`src/rtl/bfp_denormalizer_pkg.sv`:
```
// -----------------------------------------------------------------------------
// bfp_pkg -- shared constants and types for the block-floating-point
// denormalizer slice.
//
//   BFP_EXP_SIZE   : FP16 exponent width, also the block shared-exponent width
//   BFP_MANT_SIZE  : FP16 fraction width, also the block mantissa magnitude width
//   BFP_DATA_WIDTH : FP16 output word width
//   BFP_LANES      : mantissas per block (one 3x3 kernel window)
//   FP16_BIAS      : FP16 exponent bias
//   state_e        : denormalizer FSM state encoding
// -----------------------------------------------------------------------------
package bfp_pkg;

   localparam int unsigned BFP_EXP_SIZE   = 5;
   localparam int unsigned BFP_MANT_SIZE  = 10;
   localparam int unsigned BFP_DATA_WIDTH = 16;
   localparam int unsigned BFP_LANES      = 9;
   localparam int unsigned FP16_BIAS      = 15;

   typedef enum logic [0:0] {
      ST_IDLE = 1'b0,
      ST_EMIT = 1'b1
   } state_e;

endpackage

```
`src/rtl/bfp_denormalizer_lzc.sv`:
```
// -----------------------------------------------------------------------------
// bfp_lzc -- combinational leading-zero counter for a block mantissa magnitude.
//
//   mag : MANT_SIZE-bit magnitude
//   lz  : number of zeros above the most significant set bit (0..MANT_SIZE-1);
//         an all-zero input returns MANT_SIZE, callers treat zero separately
// -----------------------------------------------------------------------------
module bfp_lzc
   import bfp_pkg::*;
#(
   parameter int unsigned MANT_SIZE = BFP_MANT_SIZE
) (
   input  logic [MANT_SIZE-1:0] mag,
   output logic [3:0]           lz
);

   logic found;

   always_comb begin
      lz    = 4'(MANT_SIZE);
      found = 1'b0;
      for (int unsigned i = 0; i < MANT_SIZE; i++) begin
         if (!found && mag[MANT_SIZE-1-i]) begin
            lz    = 4'(i);
            found = 1'b1;
         end
      end
   end

endmodule

```
`src/rtl/bfp_denormalizer.sv`:
```
// -----------------------------------------------------------------------------
// bfp_denormalizer -- converts one block-floating-point block (shared exponent
// plus LANES sign-magnitude mantissas) into LANES FP16 words, one lane per
// output handshake.
//
//   clk, rst_n  : clock (rising edge) and synchronous active-low reset
//   in_valid    : a block is presented on in_exp / in_mant
//   in_ready    : block can be accepted (high only while idle)
//   in_exp      : block shared exponent E
//   in_mant     : LANES x (MANT_SIZE+1) words, lane i at [i*(MANT_SIZE+1) +: ..],
//                 MSB of each word is the sign, the rest is the magnitude m
//   out_valid   : out_data / out_lane / out_last hold a result
//   out_ready   : consumer accepts the current result
//   out_data    : FP16 result
//   out_lane    : lane index of out_data
//   out_last    : out_data is the final lane of the block
//
// Lane value is (-1)^s * m/2^MANT_SIZE * 2^(E-15). Results whose biased
// exponent would be <= 0 are flushed to signed zero, unless the macro
// BFP_DENORM_SUBNORMAL_EN is defined, in which case they become FP16
// subnormals.
// -----------------------------------------------------------------------------
module bfp_denormalizer
   import bfp_pkg::*;
#(
   parameter int unsigned EXP_SIZE   = BFP_EXP_SIZE,
   parameter int unsigned MANT_SIZE  = BFP_MANT_SIZE,
   parameter int unsigned DATA_WIDTH = BFP_DATA_WIDTH,
   parameter int unsigned LANES      = BFP_LANES
) (
   input  logic                             clk,
   input  logic                             rst_n,
   input  logic                             in_valid,
   output logic                             in_ready,
   input  logic [EXP_SIZE-1:0]              in_exp,
   input  logic [LANES*(MANT_SIZE+1)-1:0]   in_mant,
   output logic                             out_valid,
   input  logic                             out_ready,
   output logic [DATA_WIDTH-1:0]            out_data,
   output logic [3:0]                       out_lane,
   output logic                             out_last
);

   localparam int unsigned WORD_W    = MANT_SIZE + 1;
   localparam logic [3:0]  LAST_LANE = 4'(LANES - 1);

   state_e                    state_q, state_d;
   logic [3:0]                lane_q, lane_d;
   logic [EXP_SIZE-1:0]       exp_q, exp_d;
   logic [LANES*WORD_W-1:0]   mant_q, mant_d;
   logic                      out_valid_q, out_valid_d;
   logic [DATA_WIDTH-1:0]     out_data_q, out_data_d;
   logic                      out_last_q, out_last_d;

   logic                      accept;
   logic                      hs;
   logic                      is_last;
   logic [3:0]                nxt_lane;

   logic [EXP_SIZE-1:0]       src_exp;
   logic [WORD_W-1:0]         src_word;
   logic                      src_sign;
   logic [MANT_SIZE-1:0]      src_mag;
   logic [3:0]                lz;
   logic [4:0]                lz_p1;
   logic signed [EXP_SIZE+1:0] e_s;
   logic [EXP_SIZE-1:0]       exp_field;
   logic [MANT_SIZE-1:0]      frac_field;
   logic [DATA_WIDTH-1:0]     conv_data;

   assign in_ready = (state_q == ST_IDLE);
   assign accept   = in_valid && in_ready;
   assign hs       = out_valid_q && out_ready;
   assign is_last  = (lane_q == LAST_LANE);
   assign nxt_lane = is_last ? '0 : lane_q + 4'd1;

   // The single converter serves whichever lane gets registered next: lane 0
   // straight from the input port on accept (giving one-cycle latency), else
   // the following lane of the captured block.
   always_comb begin
      if (accept) begin
         src_exp  = in_exp;
         src_word = in_mant[WORD_W-1:0];
      end else begin
         src_exp  = exp_q;
         src_word = mant_q[nxt_lane*WORD_W +: WORD_W];
      end
   end

   assign src_sign = src_word[MANT_SIZE];
   assign src_mag  = src_word[MANT_SIZE-1:0];

   bfp_lzc #(
      .MANT_SIZE (MANT_SIZE)
   ) u_lzc (
      .mag (src_mag),
      .lz  (lz)
   );

   assign lz_p1 = {1'b0, lz} + 5'd1;

   // Biased exponent of the normalised result: E - lz - 1, kept signed and two
   // bits wider so that underflow shows up as a non-positive value.
   assign e_s = $signed({2'b00, src_exp})
              - $signed({{(EXP_SIZE-3){1'b0}}, lz_p1});

   always_comb begin
      exp_field  = '0;
      frac_field = '0;
      if (src_mag == '0) begin
         // signed zero: sign only
      end else if (!e_s[EXP_SIZE+1] && (e_s != '0)) begin
         exp_field  = e_s[EXP_SIZE-1:0];
         // shifting out the leading one leaves the hidden-bit fraction
         frac_field = src_mag << lz_p1;
      end else begin
`ifdef BFP_DENORM_SUBNORMAL_EN
         if (src_exp == '0) begin
            frac_field = src_mag >> 1;
         end else begin
            frac_field = src_mag << (src_exp - 1'b1);
         end
`endif
      end
      conv_data = {src_sign, exp_field, frac_field};
   end

   always_comb begin
      state_d     = state_q;
      lane_d      = lane_q;
      exp_d       = exp_q;
      mant_d      = mant_q;
      out_valid_d = out_valid_q;
      out_data_d  = out_data_q;
      out_last_d  = out_last_q;
      case (state_q)
         ST_IDLE: begin
            if (in_valid) begin
               state_d     = ST_EMIT;
               exp_d       = in_exp;
               mant_d      = in_mant;
               lane_d      = '0;
               out_valid_d = 1'b1;
               out_data_d  = conv_data;
               out_last_d  = (LAST_LANE == 4'd0);
            end
         end
         ST_EMIT: begin
            if (hs) begin
               if (is_last) begin
                  state_d     = ST_IDLE;
                  out_valid_d = 1'b0;
               end else begin
                  lane_d      = nxt_lane;
                  out_data_d  = conv_data;
                  out_last_d  = (nxt_lane == LAST_LANE);
               end
            end
         end
         default: begin
            state_d = ST_IDLE;
         end
      endcase
   end

   always_ff @(posedge clk) begin
      if (!rst_n) begin
         state_q     <= ST_IDLE;
         lane_q      <= '0;
         exp_q       <= '0;
         mant_q      <= '0;
         out_valid_q <= 1'b0;
         out_data_q  <= '0;
         out_last_q  <= 1'b0;
      end else begin
         state_q     <= state_d;
         lane_q      <= lane_d;
         exp_q       <= exp_d;
         mant_q      <= mant_d;
         out_valid_q <= out_valid_d;
         out_data_q  <= out_data_d;
         out_last_q  <= out_last_d;
      end
   end

   assign out_valid = out_valid_q;
   assign out_data  = out_data_q;
   assign out_lane  = lane_q;
   assign out_last  = out_last_q;

endmodule

```
`config.mk`:
```
export PLATFORM = sky130hd
export DESIGN_NAME = bfp_denormalizer
export DESIGN_NICKNAME = d
export VERILOG_FILES = /design/src/rtl/bfp_denormalizer_pkg.sv /design/src/rtl/bfp_denormalizer_lzc.sv /design/src/rtl/bfp_denormalizer.sv
export SDC_FILE = /design/constraint.sdc
export NUM_CORES = 1
export LEC_CHECK = 0
export ABC_AREA = 1
export ABC_CLOCK_PERIOD_IN_PS = 9300
export CORE_UTILIZATION = 56
export DETAILED_ROUTE_END_ITERATION = 12
export PLACE_DENSITY = 0.94
export SKIP_CTS_REPAIR_TIMING = 1
export SLEW_MARGIN = 0
export SYNTH_ARGS = -nofsm -noshare
export SYNTH_HDL_FRONTEND = slang
export SYNTH_SLANG_ARGS = --single-unit
```
`constraint.sdc`:
```
create_clock -name clk -period 9.3 [get_ports clk]
set_clock_uncertainty 0.1 [all_clocks]
set_input_delay 0.93 -clock clk [delete_from_list [all_inputs] [get_ports clk]]
set_output_delay 0.93 -clock clk [all_outputs]
set_load 0.02 [all_outputs]
```
## After elaboration in Yosys (flattened, before gate mapping)

Index checks and enable logic that the tools add are counted.

| word-level totals | value |
|---|---|
| logic and storage cells | 93 |
| bits of input ports | 108 |
| register bits after elaboration | 127 |
| output and inout bits | 23 |

| cells by class | value |
|---|---|
| bitwise gates (word level) | 1 |
| eq/ne operators | 6 |
| reduce and logical (&&, ||, !) cells | 27 |
| $mul | 1 |
| add/sub/neg operators | 3 |
| multiplexer cells | 46 |
| shift operators | 2 |

Operator list:

| operator | count |
|---|---|
| $shiftx A99 B9 Y11 | 1 |
| $mux W4 | 14 |
| $mux W16 | 3 |
| $pmux W16 S2 | 1 |
| $mux W10 | 2 |
| $mux W1 | 18 |
| $mux W5 | 3 |
| $logic_and A1 B1 Y1 | 12 |
| $mux W11 | 1 |
| $logic_not A1 Y1 | 10 |
| $logic_not A10 Y1 | 1 |
| $shl A10 B5 Y10 | 1 |
| $eq A4 B4 Y1 const B | 2 |
| $mul A4 B4 Y8 const B | 1 |
| $pmux W4 S2 | 1 |
| $reduce_bool A7 Y1 | 1 |
| $pmux W1 S2 | 3 |
| $reduce_and A3 Y1 | 2 |
| $sub A5 B5 Y6 | 1 |
| $add A4 B1 Y5 const B | 1 |
| $add A4 B1 Y4 const B | 1 |
| $ne A2 B1 Y1 const B | 2 |
| $ne A2 B2 Y1 const B | 2 |
| $reduce_and A2 Y1 | 1 |
| $not A1 Y1 | 1 |

## Depth between registers and ports, before layout

Gate-level depths: netlist (run 1).

| depth | value |
|---|---|
| word-level depth | 42 |
| gate-level depth with buffers | 33 |
| mapped depth without buffers | 31 |

## Modules after synthesis

A second synthesis (run 1) with hierarchy kept.

| second synthesis, totals | value |
|---|---|
| cells, all modules | 970 |
| area total of the unflattened synthesis | 6486.2 um^2 |

By module, submodules not included:

| module | instances | area each (um^2) | seq. area each (um^2) | cells an instance |
|---|---|---|---|---|
| bfp_denormalizer | 1 | 6346.1 | 2542.4 | 945 |
| bfp_lzc | 1 | 140.1 | 0.0 | 25 |

## Worst setup path before layout (run 1)

Ideal clock, no wire load.

| timing | value |
|---|---|
| path type | register to register |
| start | register lane_q[0], in the netlist out_lane[0] |
| end | register out_data_q[5], in the netlist out_data[5] |
| data arrival time | 4.731 ns |
| setup time | 0.132 ns |
| cell stages (with the launch flop) | 30 |
| period minus slack after synthesis | 4.963 ns |
| setup slack | 4.337 ns |
| buffers on the path | 5 |
| data required time | 9.068 ns |
| path through | dfxtp_1 inv_2 clkbuf_1 ha_1 inv_1 clkbuf_1 nand3_1 nand3_1 nand3_1 nand2_2 inv_2 nand3_2 nor2_1 nor2_2 nand2_4 buf_6 ha_1 buf_2 clkinv_1 ha_1 nand2_1 nor2_1 a211oi_1 xor2_1 nand3_1 nor2_2 nand2_2 buf_6 nand3_1 a21oi_1 |

| between the ends | value |
|---|---|
| longest elaborated chain between the ends | 42 |
| elaborated cells between the ends (all ways) | 58 |
| classes of those cells | add/sub (3); mul (1); eq/ne (2); shift (2); mux (27); reduce/logical (23) |

RTL lines:

| item | line | RTL |
|---|---|---|
| from (decl) | bfp_denormalizer.sv:48 | `logic [3:0] lane_q, lane_d;` |
| from (signal assigned) | bfp_denormalizer.sv:177 | `lane_q <= lane_d;` |
| $add A4 B1 Y4 / $eq A4 B4 Y1 (equally long branches) | bfp_denormalizer.sv:75, bfp_denormalizer.sv:74 |  |
| $mux W4 | bfp_denormalizer.sv:75 | `assign nxt_lane = is_last ? '0 : lane_q + 4'd1;` |
| $mul A4 B4 Y8 | bfp_denormalizer.sv:86 | `src_word = mant_q[nxt_lane*WORD_W +: WORD_W];` |
| $shiftx A99 B9 Y11 | bfp_denormalizer.sv:86 |  |
| $mux W11 | bfp_denormalizer.sv:81 | `if (accept) begin` |
| $mux W1 | bfp_denormalizer_lzc.sv:23 | `if (!found && mag[MANT_SIZE-1-i]) begin` |
| $logic_not A1 Y1 | bfp_denormalizer_lzc.sv:23 |  |
| $logic_and A1 B1 Y1 | bfp_denormalizer_lzc.sv:23 |  |
| [26 not listed] | n/a |  |
| $sub A5 B5 Y6 | bfp_denormalizer.sv:105 | `- $signed({{(EXP_SIZE-3){1'b0}}, lz_p1});` |
| $reduce_bool A7 Y1 / $logic_not A1 Y1 (equally long branches) | bfp_denormalizer.sv:112 | `end else if (!e_s[EXP_SIZE+1] && (e_s != '0)) begin` |
| $logic_and A1 B1 Y1 | bfp_denormalizer.sv:112 |  |
| $mux W10 | bfp_denormalizer.sv:112 |  |
| $mux W10 | bfp_denormalizer.sv:110 | `if (src_mag == '0) begin` |
| $mux W16 | bfp_denormalizer.sv:150 | `if (is_last) begin` |
| $mux W16 | bfp_denormalizer.sv:149 | `if (hs) begin` |
| $pmux W16 S2 | bfp_denormalizer.sv:136 | `case (state_q)` |
| to (signal assigned) | bfp_denormalizer.sv:181 | `out_data_q <= out_data_d;` |
| to (decl) | bfp_denormalizer.sv:52 | `logic [DATA_WIDTH-1:0] out_data_q, out_data_d;` |

Parallel ways exist; a longest one is shown, timed or not. The select of a mux whose other input is x is not followed.
A chain may end at the register's enable or synchronous reset.

## Final worst setup path (run 1)

| timing | value |
|---|---|
| start | register lane_q[0], in the netlist out_lane[0] |
| end | register out_data_q[8], in the netlist out_data[8] |

Same word-level chain as after synthesis.

==> impl_metrics.tcl, run 1 <==
set metrics [dict create \
    fp.dieH_um 109 \
    tightest_slew_ns 0.909 \
    root_buffer "clkbuf_16" \
    grt_pass1_wl_um 30900 \
    regArea_um2 2540 \
    fmax_ghz 0.148 \
    drt_iter0_drc 784 \
    pwr-share-comb 0.226 \
    crit_top_cell "nor2_1" \
    port_buffers 130 \
    core_area_um2 11000 \
    pwr-share-seq 0.360 \
    timing.final.crit_share 0.728 \
    p_int_w 0.00118 \
    ys_top_cells_by_area "dfxtp_1 39%, nand2_1 9.3%, nand3_1 9.0%" \
    cts-buffers-inserted 17 \
    drive_above_1_share 0.0699 \
    fin_ws_ns 2.53 \
    clockBufferDepth 2 \
    synth_top_area_share 0.393 \
    tns_ns 0 \
    nNetsFinal 1163 \
    n_antenna_cell 0 \
    muxShareOfSynthArea 0.00155 \
    drtAntennaViolNets 0 \
    post-place-ws_ns 2.50 \
    gp_congestion 0.944 \
    vias_per_cell 5.77 \
    grt_antenna_before_repair 0 \
    total_leakage_power_nw 3.42 \
    die_w_um 109 \
    multi_input_area_um2 3310 \
    synthAdderAreaFrac 0.0186 \
    gr-total-overflow 0 \
    cts.sinks 127 \
    fillers 818 \
    grt_usage 0.338 \
    die-area_um2 12000 \
    cp.required_ns 9.47 \
    dp_hpwl_um 12900 \
    cts_tree "built" \
    crit_slowest_cell "inv_2" \
    grt_max_degree 97 \
    insertion_delay_ns 0.42 \
    wl_per_cell_um 16.2 \
    worstSetupStartpointType "flip-flop" \
    slew_violations 0 \
    cap_violations 0 \
    clkTransAtPathRegs_ns 0.06 \
    ys_warn_count 0 \
    min_path_type "reg -> reg" \
    pwr-share-clk 0.414 \
    status "completed" \
    max_stage_delay_ns 0.61 \
    crit_fanout 49 \
    hold_viol 0 \
    start_util 0.586 \
    routed_wl_um 19500 \
    syn_avg_cell_area_um2 6.81 \
    drtPass1Iterations 6 \
    synthesis.nets 1067 \
    setup_viol 0 \
    cts_max_level 4 \
    cp.arrival_ns 6.94 \
    syn2layout_area_growth_pct 28.5 \
    rows 38 \
    irDropWorstVdd_uv 185 \
    slew_headroom 0.392 \
    powerDensity_nw_per_um2 201 \
    synth_compound_area_frac 0.174 \
    seq_area_frac_synth 0.393 \
    switching_share 0.296 \
    synth_top_family_by_area "simple AND/OR/NAND/NOR gates" \
    criticalPathCategory "reg -> reg" \
    ioPinCount 131 \
    fin_util 0.753 \
    grt_setup_unrepaired "no" \
    num_vias 6918 \
    ys_types 40 \
    p_sw_w 0.000495 \
    drc_errors 0 \
    synth_simple_gate_area_frac 0.315 \
    synthXorXnorAreaFrac 0.00135 \
    syn-instance-count 950 \
    ys_ff_latch 127 \
    yosysTopAreaCell "dfxtp_1" \
    syn-cell-area_um2 6470 \
    grt_pass1_vias 6578 \
    end_kind "flip-flop" \
    final.min_clock_period_ns 6.77 \
]
## cells in the mapped netlist
cell type  instances
nor3_1             1
dfxtp_1          127
mux2i_1            1
buf_2              6
nor2_1           124
o221ai_1           4
nand3_2            2
clkinv_1           3
nand3_1          116
buf_4              3
a21oi_1           90
o21ai_0           97
or2_2              2
nand2_2            8
nor2_8             1
conb_1             1
o21ai_1           12
nand3b_1          23
nand4_1            1
buf_1              3
inv_2             12
nand3_4            1
a31oi_1            2
fa_1               1
nand2_1          161
nand2_4            1
a211oi_1           1
inv_1             75
o211ai_1           3
o21a_1             1
o21ai_2            1
buf_6              6
ha_1               8
nor2_4             2
or2_1              1
nor2_2             7
o21ai_4            1
xor2_1             1
clkbuf_1          39
o31ai_4            1
## per-layer routing
layer,track usage,up-vias,part of all wire
met5,0,-,0
met4,0.169,0,0.043
met3,0.0889,79,0.086
met2,0.528,395,0.45
met1,0.432,3136,0.42
li1,-,3308,-
## worst paths after layout
path | from | end | slack, ns | cells after the start
worst min-delay path | mant_q[25] | mant_q[25] | 0.36 | 2
worst max-delay path | out_lane[0] | out_data[8] | 2.53 | 29
worst max register to register | out_lane[0] | out_data[8] | 2.53 | 29
worst min register to register | mant_q[25] | mant_q[25] | 0.36 | 2
## critical path: cells and delay by family, from the launching register on
family                   cells  cell delay, ns
AND/OR/NAND/NOR             17            2.67
AO/OA/AOI/OAI                3            0.56
buffers and inverters        6            1.60
flip-flops                   1            0.44
adder cells (fa/ha/maj)      3            1.22
## cell type report
type,count,share of cell area
Inverter,90,0.0408
Clock buffer,23,0.0575
Tap cell,140,0.0211
Sequential cell,127,0.306
Timing Repair Buffer,134,0.160
Clock inverter,9,0.0160
Multi-Input combinational cell,676,0.399
## power by group through the flow
stage	Sequential (W)	Clock [W]	Combinational, W
2_1_floorplan	0.000615	0	0.000246
5_1_grt	0.000605	0.000714	0.000421
3_5_place_dp	0.000612	0	0.000365
4_1_cts	0.000601	0.000689	0.000370
3_3_place_gp	0.000611	0	0.000359
6_report	0.000602	0.000691	0.000378
## flip-flops by register name, indices dropped and copies added, names as in the netlist
name and cells:
out_last 1, out_lane 4, out_data 16, mant_q 99, exp_q 5, state_q 1, out_valid 1
## placed cells by master (no fill, tap or decap), drive strengths merged, types with 2 or more instances in the layout
cell type / netlist / layout
o221ai: 4 / 4
nand3: 119 / 119
a31oi: 2 / 2
clkdlybuf4s50: 0 / 129
ha: 8 / 8
bufinv: 0 / 3
clkinv: 3 / 8
o211ai: 3 / 3
clkbuf: 39 / 23
inv: 87 / 86
nand3b: 23 / 23
a21oi: 90 / 90
clkinvlp: 0 / 2
nand2: 170 / 170
buf: 18 / 5
nor2: 134 / 134
o21ai: 111 / 111
or2: 3 / 3
dfxtp: 127 / 127
## stage by stage
step	total power (W)	instance area, um2	instances	hold WS, ns
2_1_floorplan	0.000861	6470	950	0.325
3_3_place_gp	0.000969	7700	1167	0.342
3_5_place_dp	0.000977	7700	1167	0.351
4_1_cts	0.00166	8310	1199	0.360
5_1_grt	0.00174	8310	1199	0.375
6_report	0.00167	8310	1199	0.362
## kinds of logic (layout without fill, tap and decap cells)
group / count (synthesis) / in the layout
AO/OA/AOI/OAI: 213 / 213
XOR/XNOR: 1 / 1
adder cells (fa/ha/maj): 9 / 9
buffers and inverters: 147 / 256
flip-flops: 127 / 127
multiplexers: 1 / 1
other: 1 / 1
AND/OR/NAND/NOR: 451 / 451
No activity file was read; power rests on OpenSTA's default activity.
==> run 2, diff against run 1 <==
ABC_CLOCK_PERIOD_IN_PS = 6600   (was 9300)
CORE_UTILIZATION = 52   (was 56)
PLACE_DENSITY = 0.89   (was 0.94)
clock period = 6.6 ns   (was 9.3 ns; I/O delays follow)
==> run 2 against run 1 <==
Effect of this change: combinational power is 39% higher; critical path type unchanged; design area increased by 0.93%; sequential cell count unchanged; global-route usage shrank 4.3 points; core utilization down 5.8 points; register-to-register slack lost 1.9 ns; routed wire length down 4.4%; cell count is 2.7% higher; sequential power is 41% higher.
==> impl_metrics.tcl, run 2 (synthesis gave the netlist of run 1 again) <==
set metrics [dict create \
    grt_pass1_vias 6232 \
    hold_viol 0 \
    cts_tree "built" \
    syn2layout_area_growth_pct 29.7 \
    fmax_ghz 0.166 \
    drtPass1Iterations 6 \
    drive_above_1_share 0.0762 \
    critPathTopFamily "simple AND/OR/NAND/NOR gates" \
    grt_antenna_before_repair 0 \
    grt_max_degree 85 \
    dp_hpwl_um 12900 \
    multi_input_area_um2 3330 \
    num_vias 6783 \
    r2r_slack_ns 0.59 \
    total_leakage_power_nw 3.45 \
    gr-total-overflow 0 \
    cts-buffers-inserted 17 \
    grt_usage 0.295 \
    clkTransAtPathRegs_ns 0.06 \
    gp_congestion 0.886 \
    die-area_um2 12900 \
    fillers 981 \
    hold_depth 2 \
    tightest_slew_ns 0.745 \
    cp.required_ns 6.76 \
    total_power_w 0.00235 \
    min-delay-start "mant_q[98]" \
    pwr-share-clk 0.414 \
    crit_fanout 31 \
    final_common_cell "nand2_1" \
    final.min_clock_period_ns 6.01 \
    drtAntennaViolNets 0 \
    placed_cells 1199 \
    max_stage_delay_ns 0.55 \
    slew_headroom 0.503 \
    largest_reg_flops 99 \
    worstSetupStartpointType "flip-flop" \
    nNetsFinal 1167 \
    finalNonFillerCells 1231 \
    setup_viol 0 \
    grt_setup_unrepaired "no" \
    pwr-share-comb 0.225 \
    slew_violations 0 \
    hold_end "mant_q[98]" \
    cts.sinks 127 \
    ff2ff_path_depth 28 \
    regMostFlops "mant_q" \
    crit_top_cell "nor2_1" \
    grt_pass1_wl_um 30200 \
    powerDensity_nw_per_um2 280 \
    timing.final.crit_share 0.911 \
    insertion_delay_ns 0.42 \
    cts_max_level 4 \
    switching_share 0.312 \
    regArea_um2 2540 \
    criticalPathCategory "reg -> reg" \
    layout_common_cells "161 x nand2_1, 129 x clkdlybuf4s50_1, 127 x dfxtp_1, 124 x nor2_1, 116 x nand3_1" \
    pwr-share-seq 0.362 \
    start_util 0.536 \
    vias_per_cell 5.51 \
    drc_errors 0 \
    core_area_um2 12100 \
    min_path_type "reg -> reg" \
    irDropWorstVdd_uv 148 \
    p_sw_w 0.000733 \
    status "completed" \
    crit_slowest_cell "ha_1" \
    drt_iter0_drc 757 \
    worst_r2r_endpoint "out_data[1]" \
    routed_wl_um 18600 \
    fp.dieH_um 114 \
    die_w_um 114 \
    wl_per_cell_um 15.1 \
    n_antenna_cell 0 \
    rows 40 \
    root_buffer "clkbuf_16" \
    port_buffers 130 \
    cp.buffers_inverters 6 \
    tns_ns 0 \
    end_kind "flip-flop" \
    clockBufferDepth 2 \
    cap_violations 0 \
    ioPinCount 131 \
    cp.arrival_ns 6.17 \
    p_int_w 0.00161 \
    r2r_start "out_lane[0]" \
]
==> run 2: cell types whose count changed in the layout (fill, tap and decap cells not counted), sizes merged <==
cell,delta
clkinv,-1
buf,+4
inv,+7
bufinv,-1
clkbuf,-5
==> run 2: how the worst max path moves through the flow <==
stage,from,end,depth (start not counted)
floorplan,out_lane[0],out_data[5],29
global placement,out_lane[0],out_data[5],28
detailed placement,out_lane[0],out_data[1],28
CTS,out_lane[0],out_data[1],28
global route,out_lane[0],out_data[1],28
finish,out_lane[0],out_data[1],28
==> run 2: stage by stage <==
| step | util | hold slack, ns | worst slack (ns) | area, um2 |
|---|---|---|---|---|
| after detailed placement | 0.643 | 0.345 | 0.615 | 7760 |
| after floorplan | - | 0.325 | 1.64 | 6470 |
| final | 0.695 | 0.361 | 0.591 | 8380 |
| after global routing | 0.695 | 0.376 | 0.0390 | 8380 |
| after global placement | 0.643 | 0.342 | 0.770 | 7760 |
| after CTS | 0.694 | 0.354 | 0.500 | 8370 |
==> run 2: layer usage <==
metal | vias to the layer above | track usage | wire (um)
li1 | 3318 | - | -
met1 | 3128 | 0.403 | 8350
met2 | 296 | 0.479 | 8590
met3 | 41 | 0.0383 | 1260
met4 | 0 | 0.108 | 393
met5 | - | 0 | 0
==> run 2: area by class of cell <==
type | count | share of cell area
Multi-Input combinational cell | 676 | 0.397
Sequential cell | 127 | 0.303
Timing Repair Buffer | 138 | 0.162
Clock buffer | 18 | 0.0524
Inverter | 90 | 0.0404
Tap cell | 168 | 0.0251
Clock inverter | 14 | 0.0203
==> run 2: tightest hold or removal path: cells and delay by family, from the launching register on <==
family	cells	cell delay (ns)
flops	1	0.30
buf+inv	1	0.06
compound gates	1	0.06
==> run 2: power by group through the flow <==
stage,clock (W),combinational [W],sequential [W]
after floorplan,0,0.000347,0.000866
after global placement,0,0.000511,0.000863
after detailed placement,0,0.000512,0.000864
after CTS,0.000972,0.000519,0.000848
after global routing,0.00101,0.000586,0.000853
final,0.000970,0.000527,0.000849
